### src/rtl/stream_upsizer_if.sv
// Purpose: handshake bundle for the narrow-to-wide stream converter (narrow in_* side, wide out_* side).
// Latency: none, wires only.
// Backpressure: in_ready/out_ready travel opposite to the data on each side.
interface stream_upsizer_if #(
  parameter int IN_WIDTH = 8,
  parameter int RATIO    = 4
);
  logic [IN_WIDTH-1:0]       in_data;
  logic                      in_last;
  logic                      in_valid;
  logic                      in_ready;
  logic [IN_WIDTH*RATIO-1:0] out_data;
  logic [RATIO-1:0]          out_keep;
  logic                      out_last;
  logic                      out_valid;
  logic                      out_ready;

  // Converter side: consumes narrow beats, produces wide words.
  modport slave (
    input  in_data, in_last, in_valid, out_ready,
    output in_ready, out_data, out_keep, out_last, out_valid
  );

  // Environment side: produces narrow beats, consumes wide words.
  modport master (
    output in_data, in_last, in_valid, out_ready,
    input  in_ready, out_data, out_keep, out_last, out_valid
  );
endinterface

### src/rtl/stream_upsizer.sv
// Purpose: packs RATIO narrow beats into one wide word with per-lane keep; in_last closes a word early.
// Latency: word valid the cycle after its completing beat is accepted; one beat per cycle sustained.
// Backpressure: single output register; in_ready = !out_valid || out_ready, combinational from out_ready.
module stream_upsizer #(
  parameter int IN_WIDTH = 8,
  parameter int RATIO    = 4
) (
  input logic             clk,
  input logic             reset_n,
  stream_upsizer_if.slave bus
);
  localparam int OUT_WIDTH = IN_WIDTH * RATIO;
  localparam int CNT_W     = $clog2(RATIO);
  localparam logic [CNT_W-1:0] LAST_LANE = CNT_W'(RATIO - 1);

  logic [CNT_W-1:0]     cnt;
  logic [OUT_WIDTH-1:0] acc_data;
  logic [RATIO-1:0]     acc_keep;

  logic [OUT_WIDTH-1:0] out_data_q;
  logic [RATIO-1:0]     out_keep_q;
  logic                 out_last_q;
  logic                 out_valid_q;

  logic                 in_ready;
  logic                 rx;
  logic                 tx;
  logic                 done;
  logic [OUT_WIDTH-1:0] nxt_data;
  logic [RATIO-1:0]     nxt_keep;

  // Held low through reset so nothing is taken while state is being cleared.
  assign in_ready = reset_n && (!out_valid_q || bus.out_ready);
  assign rx       = bus.in_valid && in_ready;
  assign tx       = out_valid_q && bus.out_ready;
  // A last beat landing in the top lane is one completion, not two.
  assign done     = rx && ((cnt == LAST_LANE) || bus.in_last);

  // Accumulator with the incoming beat merged into the current lane.
  always_comb begin
    nxt_data = acc_data;
    nxt_keep = acc_keep;
    nxt_data[cnt*IN_WIDTH +: IN_WIDTH] = bus.in_data;
    nxt_keep[cnt] = 1'b1;
  end

  // Lane counter and accumulator; cleared on completion so lanes above the last one stay zero.
  always_ff @(posedge clk or negedge reset_n) begin
    if (!reset_n) begin
      cnt      <= '0;
      acc_data <= '0;
      acc_keep <= '0;
    end else if (done) begin
      cnt      <= '0;
      acc_data <= '0;
      acc_keep <= '0;
    end else if (rx) begin
      cnt      <= cnt + 1'b1;
      acc_data <= nxt_data;
      acc_keep <= nxt_keep;
    end
  end

  // Output word register; only loads when in_ready is high, so a stalled word never changes.
  always_ff @(posedge clk or negedge reset_n) begin
    if (!reset_n) begin
      out_data_q  <= '0;
      out_keep_q  <= '0;
      out_last_q  <= 1'b0;
      out_valid_q <= 1'b0;
    end else if (done) begin
      out_data_q  <= nxt_data;
      out_keep_q  <= nxt_keep;
      out_last_q  <= bus.in_last;
      out_valid_q <= 1'b1;
    end else if (tx) begin
      out_valid_q <= 1'b0;
    end
  end

  assign bus.in_ready  = in_ready;
  assign bus.out_data  = out_data_q;
  assign bus.out_keep  = out_keep_q;
  assign bus.out_last  = out_last_q;
  assign bus.out_valid = out_valid_q;
endmodule

### src/flat_wrapper.sv
// flat-port wrapper written by rule: the top's interface ports become plain ports
module stream_upsizer_flat 
#(
  parameter int IN_WIDTH = 8,
  parameter int RATIO    = 4
)
  (clk, reset_n, bus_in_data, bus_in_last, bus_in_valid, bus_out_ready, bus_in_ready, bus_out_data, bus_out_keep, bus_out_last, bus_out_valid);
  stream_upsizer_if #(.IN_WIDTH(IN_WIDTH), .RATIO(RATIO)) bus_i ();
  input logic clk;
  input logic reset_n;
  input wire logic [$bits(bus_i.in_data)-1:0] bus_in_data;
  input wire logic [$bits(bus_i.in_last)-1:0] bus_in_last;
  input wire logic [$bits(bus_i.in_valid)-1:0] bus_in_valid;
  input wire logic [$bits(bus_i.out_ready)-1:0] bus_out_ready;
  output wire logic [$bits(bus_i.in_ready)-1:0] bus_in_ready;
  output wire logic [$bits(bus_i.out_data)-1:0] bus_out_data;
  output wire logic [$bits(bus_i.out_keep)-1:0] bus_out_keep;
  output wire logic [$bits(bus_i.out_last)-1:0] bus_out_last;
  output wire logic [$bits(bus_i.out_valid)-1:0] bus_out_valid;
  assign bus_i.in_data = bus_in_data;
  assign bus_i.in_last = bus_in_last;
  assign bus_i.in_valid = bus_in_valid;
  assign bus_i.out_ready = bus_out_ready;
  assign bus_in_ready = bus_i.in_ready;
  assign bus_out_data = bus_i.out_data;
  assign bus_out_keep = bus_i.out_keep;
  assign bus_out_last = bus_i.out_last;
  assign bus_out_valid = bus_i.out_valid;
  stream_upsizer #(.IN_WIDTH(IN_WIDTH), .RATIO(RATIO)) u_core (.clk(clk), .reset_n(reset_n), .bus(bus_i));
endmodule
### config.mk
export PLATFORM = sky130hd
export DESIGN_NAME = stream_upsizer_flat
export DESIGN_NICKNAME = d
export VERILOG_FILES = /design/src/rtl/stream_upsizer_if.sv /design/src/rtl/stream_upsizer.sv /design/src/flat_wrapper.sv
export SDC_FILE = /design/constraint.sdc
export NUM_CORES = 1
export LEC_CHECK = 0
export BUFFER_PORTS_ARGS = -buffer_cell sky130_fd_sc_hd__buf_4
export CORE_ASPECT_RATIO = 1.1
export CORE_MARGIN = 2
export CORE_UTILIZATION = 50
export DETAILED_ROUTE_END_ITERATION = 10
export PLACE_DENSITY = 0.71
export SLEW_MARGIN = 20
export SYNTH_ARGS = -nofsm -noshare
export SYNTH_HDL_FRONTEND = slang
export SYNTH_SLANG_ARGS = --single-unit
### constraint.sdc
create_clock -name clk -period 2.6 [get_ports clk]
set_input_delay 0.52 -clock clk [delete_from_list [all_inputs] [get_ports clk]]
set_output_delay 0.52 -clock clk [all_outputs]
set_load 0.03 [all_outputs]
==> run metrics <==
clk root buf clkbuf_8; post-CTS setup buffers 0; r2r startpoint u_core.cnt[0]; Finish-stage setup viols 0; leakage power 1.87 nW; area of the multi-input gates 1480 um2; top cells by area, synth dfrtp_1 53%, a32o_1 6.7%, a21oi_1 4.4%; RSZ-0062 raised after global routing no; Post-Syn Nets 348; IO buf count 51; pwr dens 799 nW/um2; # DRC 0; mux share of post-synthesis cell area 4.37%; core area 7010 um2; Yosys reg bits 76; # nets final 388; status finished, final reports clean; Synth Area in Simple Gates 10.5%; register area 1900 um2; f_max 0.417 GHz; Synth area leader dfrtp_1; largest family of logic cells by synthesized area compound AO/OA/AOI/OAI gates; worst skew pair latency 0.36 ns; Critical Path Start u_core.cnt[0]; DRT Wirelength 8660 um; EDFF count, synth 0; HPWL after DPL 5820 um; Worst Tran Pin Value 0.876 ns; main flop type after synthesis dfrtp_1; num ports 52; Yosys Warn Count 0; clk sinks 76; Seq/Total Area, Yosys 52.7%; synth cell count leaders 76 x dfrtp_1, 32 x a21oi_1, 24 x a31oi_1, 24 x a32o_1, 17 x inv_1; Min Hold Slack 0.206 ns; Post-DP Area 4040 um2; CP Capture Type flop; R2R Path End u_core.acc_data[19]; CP Data Required Time 2.90 ns; initial antenna violation count 0; drt first pass iters 4; vias per std cell 6.20; crit path cell chain buf_4 -> inv_1 -> ha_1 -> or3b_1 -> nor3b_4 -> a32o_1; Place WS 0.157 ns; final hold viol count 0; Max-Cap Viols 0; complex-gate fraction of the synthesized area 23.3%; VDD IR-drop max 0.000470 V; wire per inst 19.0 um; Post-Synth XOR/XNOR Area 0%; GRT overflow 0; HP Class in -> async; Max-slew headroom 41.3%; setup TNS 0 ns; Final Cell Area 4260 um2; Worst R2R Path Depth 6; critical path startpoint category flop; width of the die 85.0 um; DR iter-0 viols 182; final core occ 60.8%; std cell rows 32; crit path buf inv count 2; syn avg cell area 11.0 um2; CTS H-Tree Depth 3; CP peak stage delay 0.50 ns; layout overhead on the synthesized area 18.0%; Num CTS Buffers 9; CP max FO 23; fin crit period 2.40 ns; fin. max-slew vios 0; crit share post-route 92.3%; count of different cell masters after synthesis 39; Vias 2832; final worst setup slack 0.201 ns; ys async rst share 100%; Synth Instances 327; Worst-path clk slew 0.08 ns; Post-Synth Adder-Cell Area 2.77%; CTS tree built; Setup CP Type reg -> reg; # hold bufs at CTS 0; antenna-violating nets left 0; Worst path top cell family by delay simple AND/OR/NAND/NOR gates; synthesized cell area 3610 um2; layout cells sized above 1 26.9%; Crit-path slowest cell or3b_1; Final Non-Filler Cells 457; # diodes 0; worst endpoint data arrival time 2.69 ns; Fillers 599; Final GP Congestion 0.824; Max Buffers Root-to-Sink 2; die area 7910 um2; share of Yosys cell area claimed by the top area cell type 52.7%; post_cts resized 0; vias in the first global route 2769; worst clock skew 0.00959 ns; Overall Power 3.40 mW; Die Y 93.1 um; total global-route track usage 23.6%; count leader, synth dfrtp_1; largest net degree at the start of global routing 43; first-pass GRT wire length 14400 um; Placed Cells incl. Taps 441; R2R setup slack 0.20 ns; Initial Util 51.5%
==> worst max-delay path by stage <==
stage	endpoint	slack, ns	depth (start not counted)
final	u_core.acc_data[19]	0.20	6
after global routing	u_core.acc_data[19]	0.06	6
after CTS	u_core.acc_data[19]	0.19	6
after detailed placement	u_core.bus.out_data[21]	0.16	5
after global placement	u_core.bus.out_data[21]	0.18	5
after floorplan	u_core.acc_data[16]	0.25	8
==> cell usage in the layout, fill, tap and decap left out, types with 2 or more instances in the layout <==
master      count
inv_1          17
nand2_1         2
a21oi_1        32
o22ai_1        13
nor2b_1        14
o21ai_0         3
mux2_2         14
clkbuf_8        9
bufinv_16       2
a32o_1         24
nand3_1         7
a22o_1          9
and2_1          2
and4bb_2        2
buf_4          65
dfrtp_1        76
a22oi_1         2
a32oi_1         6
nor2_1         10
clkinvlp_4      2
o211ai_1        4
ha_1            8
a31oi_1        24
nand3b_1        8
==> final cells by class <==
type | count | share of cell area, %
multi-input combinational | 198 | 34.8
inverter | 17 | 1.50
clock buffer | 10 | 3.00
tap | 85 | 2.50
sequential | 76 | 44.7
timing repair buffer | 65 | 11.5
clock inverter | 6 | 2.09
==> metal layers <==
layer | vias up | track usage (%) | share of wire [%]
met1 | 1427 | 30.5 | 43
met4 | 0 | 8.86 | 1.8
met3 | 15 | 3.53 | 5.2
met5 | - | 0 | 0
li1 | 1312 | - | -
met2 | 78 | 40.0 | 50
==> sequential cells by signal, indices dropped and copies added (netlist names) <==
register	flops
u_core.acc_data	32
u_core.bus.out_data	32
u_core.acc_keep	4
u_core.bus.out_keep	4
u_core.cnt	2
u_core.bus.out_last	1
u_core.bus.out_valid	1
==> kinds of logic (layout without fill, tap and decap cells) <==
group           after synthesis  in the layout
fa+ha+maj                     8              8
flops                        76             76
mux                          14             14
buf+inv                      53             98
simple gates                 57             57
compound gates              119            119
==> worst reg2reg max path: stages (launching register included) <==
cell     delay (ns)
dfrtp_1        0.35
buf_4          0.25
inv_1          0.16
ha_1           0.43
or3b_1         0.50
nor3b_4        0.41
a32o_1         0.24
==> where the power goes <==
part | total [mW] | internal, mW | leakage (nW) | switching [mW]
logic | 0.997 | 0.361 | 0.773 | 0.637
clock network | 0.985 | 0.540 | 0.102 | 0.445
registers | 1.42 | 1.33 | 0.998 | 0.0892
(Power assumes the default switching activity.)
